`src/rtl/tx_irq_coalesce_gen_if.sv`:
```
// Bundles the Tx-side requests, host pointer updates and the MSI handshake of
// tx_irq_coalesce_gen. The slave modport is the generator; master is its environment.
interface tx_irq_coalesce_gen_if #(
   parameter int unsigned NUM_CH = 4,
   parameter int unsigned PTR_W  = 64,
   parameter int unsigned CNT_W  = 8,
   parameter int unsigned TMR_W  = 16
);
   localparam int unsigned CH_W = (NUM_CH > 1) ? $clog2(NUM_CH) : 1;

   logic [NUM_CH-1:0]       data_rdy;
   logic [NUM_CH-1:0]       data_rdy_ack;
   logic [NUM_CH*PTR_W-1:0] hw_ptr;
   logic [NUM_CH-1:0]       sw_ptr_update;
   logic [NUM_CH*PTR_W-1:0] sw_ptr;
   logic [NUM_CH-1:0]       irq_en;
   logic [CNT_W-1:0]        coal_cnt;
   logic [TMR_W-1:0]        coal_tmr;
   logic                    send_irq;
   logic [CH_W-1:0]         irq_ch;
   logic                    irq_ack;

   modport master (
      output data_rdy,
      output hw_ptr,
      output sw_ptr_update,
      output sw_ptr,
      output irq_en,
      output coal_cnt,
      output coal_tmr,
      output irq_ack,
      input  data_rdy_ack,
      input  send_irq,
      input  irq_ch
   );

   modport slave (
      input  data_rdy,
      input  hw_ptr,
      input  sw_ptr_update,
      input  sw_ptr,
      input  irq_en,
      input  coal_cnt,
      input  coal_tmr,
      input  irq_ack,
      output data_rdy_ack,
      output send_irq,
      output irq_ch
   );
endinterface

```
`src/rtl/tx_irq_coalesce_gen.sv`:
```
// Multi-channel Tx interrupt generator: per-channel request FSMs feeding one round-robin
// MSI request. Define IRQ_COALESCE_EN to hold requests in PEND until count/timeout coalescing.
module tx_irq_coalesce_gen #(
   parameter int unsigned NUM_CH = 4,
   parameter int unsigned PTR_W  = 64,
   parameter int unsigned CNT_W  = 8,
   parameter int unsigned TMR_W  = 16
) (
   input logic                  clk,
   input logic                  rst,
   tx_irq_coalesce_gen_if.slave bus
);
   localparam int unsigned CH_W = (NUM_CH > 1) ? $clog2(NUM_CH) : 1;

   typedef enum logic [2:0] {StIdle, StPend, StReq, StWaitSw, StChk} ch_state_e;

   ch_state_e             state_q [NUM_CH];
   ch_state_e             state_d [NUM_CH];
   logic [NUM_CH-1:0]     ack_q;
   logic [NUM_CH-1:0]     accept;
   logic [NUM_CH-1:0]     eligible;
   logic [NUM_CH-1:0]     ptr_match;
   logic [NUM_CH-1:0]     pend_done;

   logic                  send_q, send_d;
   logic [CH_W-1:0]       ch_q, ch_d;
   logic [CH_W-1:0]       rr_q, rr_d;
   logic                  grant_vld;
   logic [CH_W-1:0]       grant_idx;
   logic [2*NUM_CH-1:0]   elig_rot;
   logic [CH_W:0]         cand;
   logic                  ack_take;

   assign ack_take = send_q & bus.irq_ack;

   // Per-channel state register
   always_ff @(posedge clk) begin
      if (rst) begin
         for (int i = 0; i < NUM_CH; i++) state_q[i] <= StIdle;
         ack_q <= '0;
      end else begin
         for (int i = 0; i < NUM_CH; i++) state_q[i] <= state_d[i];
         ack_q <= accept;
      end
   end

   // Per-channel next state
   always_comb begin
      for (int i = 0; i < NUM_CH; i++) begin
         state_d[i] = state_q[i];
         case (state_q[i])
            StIdle:   if (accept[i]) state_d[i] = StPend;
            StPend:   if (pend_done[i]) state_d[i] = StReq;
            StReq:    if (ack_take && (ch_q == CH_W'(i))) state_d[i] = StWaitSw;
            StWaitSw: if (bus.sw_ptr_update[i]) state_d[i] = StChk;
            StChk:    if (ptr_match[i]) state_d[i] = StIdle;
            default:  state_d[i] = StIdle;
         endcase
      end
   end

   // Per-channel decoded outputs and module outputs
   always_comb begin
      for (int i = 0; i < NUM_CH; i++) begin
         // The ack pulse blocks re-acceptance of a level request in the following cycle.
         accept[i]    = bus.data_rdy[i] & ~ack_q[i] &
                        ((state_q[i] == StIdle) | (state_q[i] == StPend));
         eligible[i]  = (state_q[i] == StReq) & bus.irq_en[i];
         ptr_match[i] = (bus.hw_ptr[i*PTR_W +: PTR_W] == bus.sw_ptr[i*PTR_W +: PTR_W]);
      end
      bus.data_rdy_ack = ack_q;
      bus.send_irq     = send_q;
      bus.irq_ch       = ch_q;
   end

`ifdef IRQ_COALESCE_EN
   logic [CNT_W-1:0] cnt_q [NUM_CH];
   logic [CNT_W-1:0] cnt_d [NUM_CH];
   logic [TMR_W-1:0] tmr_q [NUM_CH];
   logic [TMR_W-1:0] tmr_d [NUM_CH];

   always_comb begin
      for (int i = 0; i < NUM_CH; i++) begin
         cnt_d[i] = cnt_q[i];
         tmr_d[i] = tmr_q[i];
         if ((state_q[i] == StIdle) && accept[i]) begin
            cnt_d[i] = CNT_W'(1);
            tmr_d[i] = '0;
         end else begin
            if (accept[i] && (cnt_q[i] != '1)) cnt_d[i] = cnt_q[i] + 1'b1;
            if ((state_q[i] == StPend) && (tmr_q[i] != '1)) tmr_d[i] = tmr_q[i] + 1'b1;
            if ((state_q[i] == StChk) && ptr_match[i]) cnt_d[i] = '0;
         end
         pend_done[i] = (cnt_q[i] >= bus.coal_cnt) || (tmr_q[i] >= bus.coal_tmr) ||
                        (bus.coal_cnt == '0);
      end
   end

   always_ff @(posedge clk) begin
      if (rst) begin
         for (int i = 0; i < NUM_CH; i++) begin
            cnt_q[i] <= '0;
            tmr_q[i] <= '0;
         end
      end else begin
         for (int i = 0; i < NUM_CH; i++) begin
            cnt_q[i] <= cnt_d[i];
            tmr_q[i] <= tmr_d[i];
         end
      end
   end
`else
   logic unused_coal;
   assign unused_coal = ^{bus.coal_cnt, bus.coal_tmr};
   assign pend_done   = '1;
`endif

   // Round-robin pick: rotate eligibility so bit 0 is rr_q, take the lowest set bit.
   always_comb begin
      elig_rot  = {eligible, eligible} >> rr_q;
      grant_vld = 1'b0;
      grant_idx = '0;
      cand      = '0;
      for (int k = 0; k < NUM_CH; k++) begin
         if (!grant_vld && elig_rot[k]) begin
            grant_vld = 1'b1;
            cand      = {1'b0, rr_q} + (CH_W+1)'(k);
            if (cand >= (CH_W+1)'(NUM_CH)) cand = cand - (CH_W+1)'(NUM_CH);
            grant_idx = cand[CH_W-1:0];
         end
      end
   end

   // A new grant is only taken while send_q is low, which forces an idle cycle after each ack.
   always_comb begin
      send_d = send_q;
      ch_d   = ch_q;
      rr_d   = rr_q;
      if (send_q) begin
         if (bus.irq_ack) begin
            send_d = 1'b0;
            rr_d   = (ch_q == CH_W'(NUM_CH - 1)) ? '0 : ch_q + 1'b1;
         end
      end else if (grant_vld) begin
         send_d = 1'b1;
         ch_d   = grant_idx;
      end
   end

   always_ff @(posedge clk) begin
      if (rst) begin
         send_q <= 1'b0;
         ch_q   <= '0;
         rr_q   <= '0;
      end else begin
         send_q <= send_d;
         ch_q   <= ch_d;
         rr_q   <= rr_d;
      end
   end

   a_req_held: assert property (@(posedge clk) disable iff (rst)
      (send_q && !bus.irq_ack) |=> (send_q && $stable(ch_q)));
   a_idle_gap: assert property (@(posedge clk) disable iff (rst)
      (send_q && bus.irq_ack) |=> !send_q);
endmodule
```
`src/flat_wrapper.sv`:
```
// flat-port wrapper written by rule: the top's interface ports become plain ports
module tx_irq_coalesce_gen_flat 
#(
   parameter int unsigned NUM_CH = 4,
   parameter int unsigned PTR_W  = 64,
   parameter int unsigned CNT_W  = 8,
   parameter int unsigned TMR_W  = 16
)
  (clk, rst, bus_data_rdy, bus_hw_ptr, bus_sw_ptr_update, bus_sw_ptr, bus_irq_en, bus_coal_cnt, bus_coal_tmr, bus_irq_ack, bus_data_rdy_ack, bus_send_irq, bus_irq_ch);
  tx_irq_coalesce_gen_if #(.NUM_CH(NUM_CH), .PTR_W(PTR_W), .CNT_W(CNT_W), .TMR_W(TMR_W)) bus_i ();
  input logic clk;
  input logic rst;
  input wire logic [$bits(bus_i.data_rdy)-1:0] bus_data_rdy;
  input wire logic [$bits(bus_i.hw_ptr)-1:0] bus_hw_ptr;
  input wire logic [$bits(bus_i.sw_ptr_update)-1:0] bus_sw_ptr_update;
  input wire logic [$bits(bus_i.sw_ptr)-1:0] bus_sw_ptr;
  input wire logic [$bits(bus_i.irq_en)-1:0] bus_irq_en;
  input wire logic [$bits(bus_i.coal_cnt)-1:0] bus_coal_cnt;
  input wire logic [$bits(bus_i.coal_tmr)-1:0] bus_coal_tmr;
  input wire logic [$bits(bus_i.irq_ack)-1:0] bus_irq_ack;
  output wire logic [$bits(bus_i.data_rdy_ack)-1:0] bus_data_rdy_ack;
  output wire logic [$bits(bus_i.send_irq)-1:0] bus_send_irq;
  output wire logic [$bits(bus_i.irq_ch)-1:0] bus_irq_ch;
  assign bus_i.data_rdy = bus_data_rdy;
  assign bus_i.hw_ptr = bus_hw_ptr;
  assign bus_i.sw_ptr_update = bus_sw_ptr_update;
  assign bus_i.sw_ptr = bus_sw_ptr;
  assign bus_i.irq_en = bus_irq_en;
  assign bus_i.coal_cnt = bus_coal_cnt;
  assign bus_i.coal_tmr = bus_coal_tmr;
  assign bus_i.irq_ack = bus_irq_ack;
  assign bus_data_rdy_ack = bus_i.data_rdy_ack;
  assign bus_send_irq = bus_i.send_irq;
  assign bus_irq_ch = bus_i.irq_ch;
  tx_irq_coalesce_gen #(.NUM_CH(NUM_CH), .PTR_W(PTR_W), .CNT_W(CNT_W), .TMR_W(TMR_W)) u_core (.clk(clk), .rst(rst), .bus(bus_i));
endmodule
```
`config.mk`:
```
export PLATFORM = sky130hd
export DESIGN_NAME = tx_irq_coalesce_gen_flat
export DESIGN_NICKNAME = d
export VERILOG_FILES = /design/src/rtl/tx_irq_coalesce_gen_if.sv /design/src/rtl/tx_irq_coalesce_gen.sv /design/src/flat_wrapper.sv
export SDC_FILE = /design/constraint.sdc
export NUM_CORES = 1
export LEC_CHECK = 0
export ABC_AREA = 1
export CAP_MARGIN = 10
export CORE_AREA = 2 2 214 216
export DETAILED_ROUTE_END_ITERATION = 8
export DIE_AREA = 0 0 216 218
export GPL_TIMING_DRIVEN = 1
export PLACE_DENSITY = 0.49
export SYNTH_ARGS = -nofsm -noshare
export SYNTH_HDL_FRONTEND = slang
export SYNTH_SLANG_ARGS = --single-unit
```
`constraint.sdc`:
```
create_clock -name clk -period 2.9 [get_ports clk]
set_input_delay 0.725 -clock clk [delete_from_list [all_inputs] [get_ports clk]]
set_output_delay 0.725 -clock clk [all_outputs]
set_load 0.01 [all_outputs]
```
==> results of run 1 <==
## registers in the layout (all words and copies together), names as in the netlist
name                     flops
u_core.rr_q                  2
u_core.bus.send_irq          1
u_core.bus.irq_ch            2
u_core.bus.data_rdy_ack      4
u_core.state_q              12
## area by class of cell
class                   instances  area [sq um]
diodes                          7         17.52
well taps                     600         750.7
fillers                      5092         32150
clock buffers                   3         75.07
repair buffers                535          5350
multi-input cells            1131          4852
flip-flops and latches         21         420.4
clock inverters                 1         5.005
inverters                     339          1275
## worst min-delay path, cell delays in order, from the launching register on
cell and delay, ps:
dfxtp_1 320, nor2_1 50, inv_1 60, nor4_1 50
## power groups by stage
stage | Sequential [mW] | Combinational (mW) | Clock (mW)
detailed placement | 0.556 | 2.31 | 0
global route | 0.570 | 2.62 | 0.325
global placement | 0.551 | 2.28 | 0
finish | 0.550 | 2.31 | 0.295
floorplan | 0.515 | 1.22 | 0
CTS | 0.551 | 2.33 | 0.308
## cell families (layout without fill, tap and decap cells)
family                   count (synthesis)  after routing
flip-flops                              21             21
AO/OA/AOI/OAI                           21             21
AND/OR/NAND/NOR                       1048           1048
adder cells (fa/ha/maj)                  4              4
XOR/XNOR                                58             58
other                                    0              7
buffers and inverters                  343            878
## metal layers
layer | global-route usage, % | vias up | part of all wire, %
li1 | - | 5362 | -
met1 | 14.80 | 4049 | 41
met2 | 24.68 | 293 | 50
met3 | 3.389 | 32 | 7.1
met4 | 2.580 | 4 | 1.7
met5 | 0 | - | 0.071
## path summary, 6_finish.rpt
path	startpoint	endpoint	slack, ps
worst min-delay path	u_core.bus.data_rdy_ack[1]	u_core.bus.data_rdy_ack[1]	520
worst max register to register	u_core.rr_q[0]	u_core.bus.irq_ch[0]	1210
worst min register to register	u_core.bus.data_rdy_ack[1]	u_core.bus.data_rdy_ack[1]	520
worst max-delay path	bus_hw_ptr[82]	u_core.state_q[1][2]	560
## cells in the mapped netlist
library cell and n:
nand4_4 2, nor2_2 6, nor2_4 3, o21a_2 1, and3_1 1, nor2_1 417
inv_1 333, or3_1 1, inv_4 1, nand3_1 27, nor3_1 9, clkbuf_2 1
nand3_2 3, o21bai_2 1, nand2_1 553, clkbuf_1 1, nand4_1 14, a21oi_1 9
nand2_4 2, nor3b_1 3, dfxtp_1 21, buf_6 1, buf_2 1, nor4_1 3
o21ai_0 8, nand3b_1 2, or2_0 1, ha_1 4, o21ai_1 1, nand3_4 1
inv_2 5, o21ai_4 1, xor2_1 58
## through the flow
step | instances | hold WS, ps | setup WS [ps] | util [%]
4_1_cts | 2630 | 532.8 | 471.6 | 28.35
3_3_place_gp | 2626 | 524.6 | 203.4 | 28.17
2_1_floorplan | 1495 | 483.4 | 1232 | -
5_1_grt | 2633 | 569.1 | 203.2 | 28.37
6_report | 2637 | 521.2 | 560.4 | 28.39
3_5_place_dp | 2626 | 523.9 | 210.3 | 28.17
==> summary.txt, run 1 <==
Outcome
  – Outcome: complete, no violations

Routing
  – Drt pass-1 iters: 5
  – Final Routed Wirelength: between 30 and 40 mm
  – DR vias: approximately 9700
  – Routed wire per std cell: approximately 12 microns
  – # DRC: 0
  – DR iter-0 viols: roughly 370
  – Routed Antenna Nets: 0
  – DR vias/cell: 3.694

STA
  – RSZ-0062 raised after global routing: no
  – Least-Margin Pin Slew: approximately 460 ps
  – Period utilisation layout: just over 80%
  – Final Hold Fails: 0
  – Achievable Freq: between 0.4 and 0.5 GHz
  – Final Max Slew Viols: 0
  – Final Setup Violations: 0
  – Min Tclk post-route: ~2300 ps
  – Max-slew headroom: between 60% and 70%
  – Layout Skew: roughly 1.7 ps
  – Sum Neg Setup Slack: 0 ps

Synthesis
  – Netlist cell types: 33
  – Compound-Gate Fraction of Synth Area: a little under 2%
  – Sequential element share of the synthesized area: around 6.4%
  – Post-Synthesis Cell Area: roughly 6600 sq um
  – Top cell type's share of synthesized area: 31.58%
  – Post-synth top area cell: nand2_1
  – Largest family of logic cells by synthesized area: simple AND/OR/NAND/NOR gates
  – Mapped Cells: ~1500
  – Simple logic cell fraction of the synthesized area: between 60% and 70%
  – Mapped Nets: 2050
  – YS warnings: 0
  – Adder-cell area share of the yosys netlist: less than 1%
  – XOR/XNOR Fraction of Synth Area: a little under 8%
  – Post-synthesis mux area share: 0%
  – Yosys reg bits: 21
  – Syn avg cell area: around 4.4 sq um
  – Synth area leaders: nand2_1 32%, nor2_1 24%, inv_1 19%

GRT
  – Gr ovfl total: 0
  – Global Route Usage Sum: a little over an eighth
  – Largest net degree at the start of global routing: 13
  – First-pass GRT wire length: 47.91 mm
  – Vias in the first global route: just over 9000
  – Initial antenna violation count: 8

Clock tree
  – Setup bufs post-CTS: 0
  – # H-tree levels: 1
  – CTS Buf Count: 3
  – Clock Sinks: 21
  – Cts repair resizes: 0
  – CTS tree: yes
  – Clock tree root buffer cell: clkbuf_16
  – Clock slew at reported path FFs: about 60 ps
  – CTS max path bufs: 2
  – Cts hold-fix bufs: 0
  – Clock Latency Late Sink: approximately 250 ps

Job
  – Max-cap violations: 0

Worst hold path
  – Hold depth: 3
  – Hold WC Path Type: reg -> reg

Power and ir drop
  – Power Dens Cells: 247.7 nW/um^2
  – Leak pwr: 6.878 nW
  – Clock group share of total power: under 10%
  – Sw Pwr: about 1.4 mW
  – Cell internal pwr: ~1.8 mW
  – Part of the power in registers: 17.4%
  – PnR Total Power: ~3.2 mW
  – Max rail drop VDD: 0.2753 mV
  – Comb pwr share: 73.2%
  – Sw Ratio: 43.03%

Setup path
  – Worst path slowest cell: clkdlybuf4s50_1
  – Crit Path Class: in -> reg
  – R2R cell count: 9
  – CP arrival: about 2500 ps
  – CP top delay family: simple AND/OR/NAND/NOR gates
  – Crit-path max FO: 4
  – Startpoint types: input port
  – Buffers & Inverters on Critical Path: 4
  – Crit path required time: 3050 ps
  – Critical Path Max Stage Delay: a little under 500 ps
  – Cell with the most instances on the worst path: nand2_1
  – Crit path cell chain: clkdlybuf4s50_1, inv_1, nand2_1, nand2_1, nor2_1, buf_4, nand2_1, nor2_1, nand2_1, nor2_1, nand2_1, nand2_1, o21ai_0, nand2_1, inv_1
  – CP endpoint kind: flip-flop
  – CP Depth: 15

Floorplan
  – Die W: between 200 and 250 microns
  – Die Ht: ~220 microns
  – Starting Density: 14.64%
  – DIE AREA: 47090 sq um
  – Core area: between 40000 and 50000 sq um
  – # IOs: about 560
  – Rows: 78

Finish
  – Most frequent cells in the layout: 553 x nand2_1, 533 x clkdlybuf4s50_1, 417 x nor2_1, 333 x inv_1, 58 x xor2_1
  – Most common cell after layout, fill and taps aside: nand2_1
  – Share of cells above drive strength 1: 1.576%
  – Nets: about 2600
  – Area Overhead vs Synth: 93.93%
  – Layout Cell Area excl Fill: approximately 13000 sq um

Placement
  – Post-DP Area: 12650 sq um
  – Dpl hpwl: 30.12 mm
  – Buffers on Ports: about 530
  – Final GP Congestion: ~0.85
No activity file was read; power rests on OpenSTA's default activity.
==> run 2, diff against run 1 <==
--- a/config.mk
+++ b/config.mk
@@ -7,11 +7,11 @@
 export LEC_CHECK = 0
 export ABC_AREA = 1
 export CAP_MARGIN = 10
-export CORE_AREA = 2 2 214 216
+export CORE_AREA = 2 2 215 217
 export DETAILED_ROUTE_END_ITERATION = 8
-export DIE_AREA = 0 0 216 218
+export DIE_AREA = 0 0 217 219
 export GPL_TIMING_DRIVEN = 1
-export PLACE_DENSITY = 0.49
+export PLACE_DENSITY = 0.5
 export SYNTH_ARGS = -nofsm -noshare
 export SYNTH_HDL_FRONTEND = slang
 export SYNTH_SLANG_ARGS = --single-unit
==> constraint.sdc (replaced) <==
create_clock -name clk -period 2.11 [get_ports clk]
set_input_delay 0.5275 -clock clk [delete_from_list [all_inputs] [get_ports clk]]
set_output_delay 0.5275 -clock clk [all_outputs]
set_load 0.01 [all_outputs]
==> run 2 against run 1 <==
Net effect:
- first-iteration DRC count shrank 7.1%
- non-clock buffer count is 37 higher
- sequential power up 38%
- combinational power increased by 42%
- total power rose by 41%
- critical path type unchanged
- highest routed layer unchanged
==> summary.txt, run 2 (same netlist as run 1, synthesis figures left out) <==
Floorplan
  – Die W: approximately 220 microns
  – Rows: 78
  – Die Ht: ~220 microns
  – Core area: about 45000 sq um
  – # IOs: 558
  – Starting Density: approximately 15%
  – DIE AREA: ~48000 sq um

Clock tree
  – # H-tree levels: 1
  – Clock Latency Late Sink: between 200 and 300 ps
  – CTS max path bufs: 2
  – CTS tree: yes
  – CTS Buf Count: 3
  – Cts hold-fix bufs: 0
  – Setup bufs post-CTS: 0
  – Clock slew at reported path FFs: 60 ps
  – Clock Sinks: 21
  – Clock tree root buffer cell: clkbuf_16

Routing
  – DR iter-0 viols: 340
  – Final Routed Wirelength: roughly 33 mm
  – Routed Antenna Nets: 0
  – Routed wire per std cell: approximately 12 microns
  – Drt pass-1 iters: 5
  – DR vias: between 9000 and 10000
  – # DRC: 0
  – DR vias/cell: about 3.7

Setup path
  – Crit path cell chain: clkdlybuf4s50_1, inv_1, nand2_1, nand2_1, nor2_1, nand2_1, nor2_1, nand2_1, nor2_2, nand2_1, nand2_2, o21ai_0, nand2_1, inv_1
  – Crit-path max FO: 4
  – CP arrival: around 2100 ps
  – Crit Path Class: in -> reg
  – Critical Path Max Stage Delay: 570 ps
  – Worst reg-to-reg setup slack: around 430 ps
  – Crit path required time: ~2300 ps
  – Worst path slowest cell: clkdlybuf4s50_1
  – Startpoint types: input port
  – Reg-to-reg endpoint: u_core.bus.irq_ch[1]
  – Cell with the most instances on the worst path: nand2_1
  – CP endpoint kind: flip-flop
  – Origin of the critical flop-to-flop path: u_core.rr_q[0]
  – R2R cell count: 9

Finish
  – Reg with most FFs: u_core.state_q
  – Largest register FFs: 12
  – Fillers: 5094
  – Nets: ~2600
  – Most frequent cells in the layout: 546 x nand2_1, 528 x clkdlybuf4s50_1, 404 x nor2_1, 333 x inv_1, 58 x xor2_1
  – Area Overhead vs Synth: 99.37%
  – Most common cell after layout, fill and taps aside: nand2_1
  – Share of cells above drive strength 1: ~4.4%

Worst hold path
  – Hold depth: 1
  – Hold_sp: u_core.state_q[1][2]
  – Hold WC Path Type: reg -> reg
  – Hold Path End: u_core.bus.data_rdy_ack[1]

STA
  – Layout Skew: roughly 2.7 ps
  – Final Hold Fails: 0
  – Max-slew headroom: a little over two thirds
  – Final Setup Violations: 0
  – Sum Neg Setup Slack: 0 ps
  – RSZ-0062 raised after global routing: yes
  – Final WS setup: around 140 ps
  – Achievable Freq: between 0.5 and 0.6 GHz
  – Least-Margin Pin Slew: roughly 450 ps
  – Min Tclk post-route: about 2000 ps
  – Final Max Slew Viols: 0
  – Period utilisation layout: between 90 and 100%

GRT
  – Global Route Usage Sum: approximately an eighth
  – Largest net degree at the start of global routing: 13
  – Initial antenna violation count: 9
  – Gr ovfl total: 0
  – Vias in the first global route: 9254
  – First-pass GRT wire length: between 40 and 50 mm

Outcome
  – Outcome: complete, no violations

Placement
  – Final GP Congestion: between 0.8 and 0.9
  – Buffers on Ports: around 530
  – Post-Place Worst Slack: -317.6 ps
  – Dpl hpwl: approximately 31 mm

Power and ir drop
  – Max rail drop VDD: approximately 0.28 mV
  – Leak pwr: 7.097 nW
  – Power Dens Cells: 339.7 nW/um^2

Job
  – Max-cap violations: 0
run 2: cell types whose count changed in the layout (fill, tap and decap cells not counted), sizes merged:
cell,previous run,this run
buf,2,39
clkdlybuf4s50,533,528
dlymetal6s2s,0,5
diode,7,5
run 2: how the worst max path moves through the flow:
stage,startpoint,end,slack (ps)
2_1_floorplan,bus_sw_ptr[183],u_core.state_q[2][2],640
3_3_place_gp,bus_hw_ptr[162],u_core.state_q[2][2],-290
3_5_place_dp,bus_sw_ptr[162],u_core.state_q[2][2],-320
4_1_cts,bus_hw_ptr[112],u_core.state_q[1][2],5
5_1_grt,bus_sw_ptr[103],u_core.state_q[1][0],-20
6_report,bus_hw_ptr[72],u_core.state_q[1][2],140
run 2: repair_timing:
action	CTS	global route
resized for setup	2	29
pin swaps	0	10
endpoints found under the setup margin	3	12
run 2: report_power, final:
part | internal, mW | leakage [nW] | switching (mW)
clock | 0.255 | 0.0409 | 0.160
sequential | 0.540 | 0.173 | 0.218
combinational | 1.75 | 6.88 | 1.53
total | 2.54 | 7.10 | 1.91
run 2: through the flow:
step | hold slack, ps | total power, mW | cell area, sq um | instances | utilization, %
global route | 599.2 | 4.952 | 13100 | 2671 | 29.06
global placement | 522.0 | 3.948 | 12930 | 2663 | 28.67
detailed placement | 538.3 | 4.016 | 12930 | 2663 | 28.67
CTS | 549.3 | 4.467 | 13010 | 2667 | 28.86
floorplan | 483.4 | 2.385 | 6573 | 1495 | -
finish | 546.1 | 4.451 | 13100 | 2672 | 29.06
run 2: critical path: cells and delay by family:
kind            cells  cell delay [ps]
buf+inv             3              680
simple gates       10              830
compound gates      1               90
run 2: metal layers:
metal | share of wire (%) | global-route usage, %
met5 | 0.12 | 0
met4 | 1.3 | 2.329
met3 | 6.8 | 2.911
met2 | 51 | 24.62
met1 | 41 | 15.20
run 2: layout make-up:
class	count	area, sq um	area share (%)
clock inverters	1	5.005	0.03819
clock buffers	3	75.07	0.5729
repair buffers	572	5640	43.04
inverters	339	1275	9.730
flip-flops and latches	21	420.4	3.208
diodes	5	12.51	0.09548
multi-input cells	1131	4925	37.58
well taps	600	750.7	5.729
==> run 3, diff against run 2 <==
--- a/config.mk
+++ b/config.mk
@@ -6,10 +6,11 @@
 export NUM_CORES = 1
 export LEC_CHECK = 0
 export ABC_AREA = 1
+export ABC_CLOCK_PERIOD_IN_PS = 2110
 export CAP_MARGIN = 10
-export CORE_AREA = 2 2 215 217
+export CORE_AREA = 4 4 217 219
 export DETAILED_ROUTE_END_ITERATION = 8
-export DIE_AREA = 0 0 217 219
+export DIE_AREA = 0 0 221 223
 export GPL_TIMING_DRIVEN = 1
 export PLACE_DENSITY = 0.5
 export SYNTH_ARGS = -nofsm -noshare
==> run 3 against run 2 <==
Net effect:
- maximum frequency up 0.46%
- critical endpoint is now u_core.state_q[0][1]
- register-to-register slack better by 20 ps
- highest routed layer unchanged
- wire length increased by 4.0%
==> summary.txt, run 3 (same netlist as run 1, synthesis figures left out) <==
Outcome
  – Outcome: complete, no violations

Placement
  – Placed instance count: 2660
  – Final GP Congestion: between 0.8 and 0.9
  – Buffers on Ports: between 500 and 600
  – Post-Place Worst Slack: -389.6 ps
  – Dpl hpwl: ~32 mm

Setup path
  – Startpoint types: input port
  – CP endpoint kind: flip-flop
  – Origin of the critical flop-to-flop path: u_core.rr_q[0]
  – R2R cell count: 9
  – Crit path required time: 2270 ps
  – Worst path slowest cell: clkdlybuf4s50_1
  – Reg-to-reg endpoint: u_core.bus.irq_ch[0]
  – Cell with the most instances on the worst path: nand2_1
  – Critical Path Source: bus_hw_ptr[22]
  – Critical Path Max Stage Delay: between 400 and 500 ps
  – Crit path cell chain: clkdlybuf4s50_1, inv_1, nand2_1, nand2_1, nor2_2, nand2_1, nor2_2, nand2_1, nor2_1, nand2_1, nand2_2, nand2_1, nor2_1, nor2_1
  – CP arrival: roughly 2100 ps
  – Buffers & Inverters on Critical Path: 2
  – Worst reg-to-reg setup slack: 450 ps
  – Crit Path Class: in -> reg
  – Crit-path max FO: 4
  – CP top delay family: simple AND/OR/NAND/NOR gates
  – Worst Setup EP: u_core.state_q[0][1]
  – CP Depth: 14

Clock tree
  – CTS Buf Count: 3
  – # H-tree levels: 1
  – Clock slew at reported path FFs: 60 ps
  – Clock Latency Late Sink: approximately 260 ps
  – CTS max path bufs: 2
  – Clock tree root buffer cell: clkbuf_16
  – CTS tree: yes
  – Clock Sinks: 21
  – Cts hold-fix bufs: 0

Routing
  – Routed wire per std cell: approximately 13 microns
  – Drt pass-1 iters: 6
  – DR vias: a little under 10000
  – # DRC: 0
  – DR iter-0 viols: 400
  – DR vias/cell: ~3.7
  – Final Routed Wirelength: between 30 and 40 mm
  – Routed Antenna Nets: 0

Floorplan
  – Die Ht: 223 microns
  – # IOs: about 560
  – Rows: 78
  – Core area: between 40000 and 50000 sq um
  – Die W: roughly 220 microns
  – DIE AREA: 49280 sq um
  – Starting Density: around 15%

STA
  – Max-slew headroom: a little over two thirds
  – Layout Skew: 0.6870 ps
  – RSZ-0062 raised after global routing: no
  – Final Max Slew Viols: 0
  – Final Hold Fails: 0
  – Least-Margin Pin Slew: around 440 ps
  – Final WS setup: approximately 150 ps
  – Period utilisation layout: roughly 93%
  – Achievable Freq: approximately 0.5 GHz
  – Min Tclk post-route: ~2000 ps
  – Final Setup Violations: 0

Power and ir drop
  – Clock group share of total power: around a tenth
  – Power Dens Cells: 339.5 nW/um^2
  – Comb pwr share: between 70% and 80%
  – Part of the power in registers: between 15 and 20%
  – Sw Pwr: around 1.9 mW
  – Cell internal pwr: between 2 and 3 mW
  – Max rail drop VDD: roughly 0.35 mV
  – Leak pwr: 7.074 nW
  – Sw Ratio: 43.16%

Finish
  – Most frequent cells in the layout: 544 x nand2_1, 528 x clkdlybuf4s50_1, 400 x nor2_1, 333 x inv_1, 58 x xor2_1
  – Post-Layout Cell Count: about 2700
  – Reg with most FFs: u_core.state_q
  – Fillers: about 5100
  – Share of cells above drive strength 1: around 4.5%
  – Nets: roughly 2600
  – Largest register FFs: 12
  – Area Overhead vs Synth: 99.07%
  – Most common cell after layout, fill and taps aside: nand2_1
  – Final Core Density: 29.02%

Job
  – Max-cap violations: 0

GRT
  – Gr ovfl total: 0
  – Global Route Usage Sum: around 13%
  – Vias in the first global route: between 9000 and 10000
  – Initial antenna violation count: 10
  – Largest net degree at the start of global routing: 13
  – First-pass GRT wire length: about 50 mm

Worst hold path
  – Hold WC Path Type: reg -> reg
run 3: routing by layer:
layer / GRT usage [%] / share of wire, % / wire (microns)
met3: 3.474 / 6.5 / 2241
met4: 2.658 / 2.2 / 750
met2: 24.58 / 51 / 17540
met1: 14.52 / 40 / 13680
met5: 0 / 0.16 / 55
run 3: area by class of cell:
| type | count | area, sq um | share of cell area [%] |
|---|---|---|---|
| diodes | 5 | 12.51 | 0.09563 |
| clock buffers | 3 | 75.07 | 0.5738 |
| clock inverters | 1 | 5.005 | 0.03825 |
| inverters | 339 | 1275 | 9.745 |
| multi-input cells | 1131 | 4931 | 37.69 |
| flip-flops and latches | 21 | 420.4 | 3.213 |
| well taps | 600 | 750.7 | 5.738 |
| repair buffers | 569 | 5614 | 42.91 |
run 3: worst min-delay path by stage:
stage,endpoint,from,depth (start not counted),slack (ps)
3_5_place_dp,u_core.bus.data_rdy_ack[3],u_core.bus.data_rdy_ack[3],3,520
3_3_place_gp,u_core.bus.data_rdy_ack[1],u_core.state_q[1][2],1,520
2_1_floorplan,u_core.bus.data_rdy_ack[1],u_core.state_q[1][2],1,480
6_report,u_core.bus.data_rdy_ack[1],u_core.state_q[1][2],1,530
4_1_cts,u_core.bus.data_rdy_ack[1],u_core.state_q[1][2],1,530
5_1_grt,u_core.bus.data_rdy_ack[1],u_core.state_q[1][2],1,540
run 3: power by group through the flow:
stage          Clock (mW)  Sequential, mW  Combinational [mW]
3_5_place_dp            0           0.775                3.24
5_1_grt             0.439           0.800                3.67
2_1_floorplan           0           0.708                1.68
4_1_cts             0.429           0.769                3.25
6_report            0.418           0.767                3.26
3_3_place_gp            0           0.769                3.18
run 3: metrics by stage:
step | TNS [ps] | power, mW | cell area [sq um] | hold WS [ps]
2_1_floorplan | 0 | 2.385 | 6573 | 483.4
3_3_place_gp | -2667 | 3.949 | 12900 | 521.4
3_5_place_dp | -2919 | 4.011 | 12900 | 517.6
4_1_cts | 0 | 4.452 | 12990 | 533.1
5_1_grt | 0 | 4.911 | 13080 | 544.1
6_report | 0 | 4.442 | 13080 | 532.2
run 3: worst reg2reg max path: stages, from the launching register on:
cell and delay (ps):
dfxtp_1 590, nand4_1 190, nand3_1 180, o21ai_4 100, nand3_4 120, nor2_2 40, nor2_2 100, nand2_1 60
nor2_1 140, nor2_2 40
run 3: timing repair:
item | in CTS | in global routing
gates resized for setup | 4 | 31
pin swaps | 0 | 12
endpoints found under the setup margin | 4 | 12
buffers inserted | 0 | 0
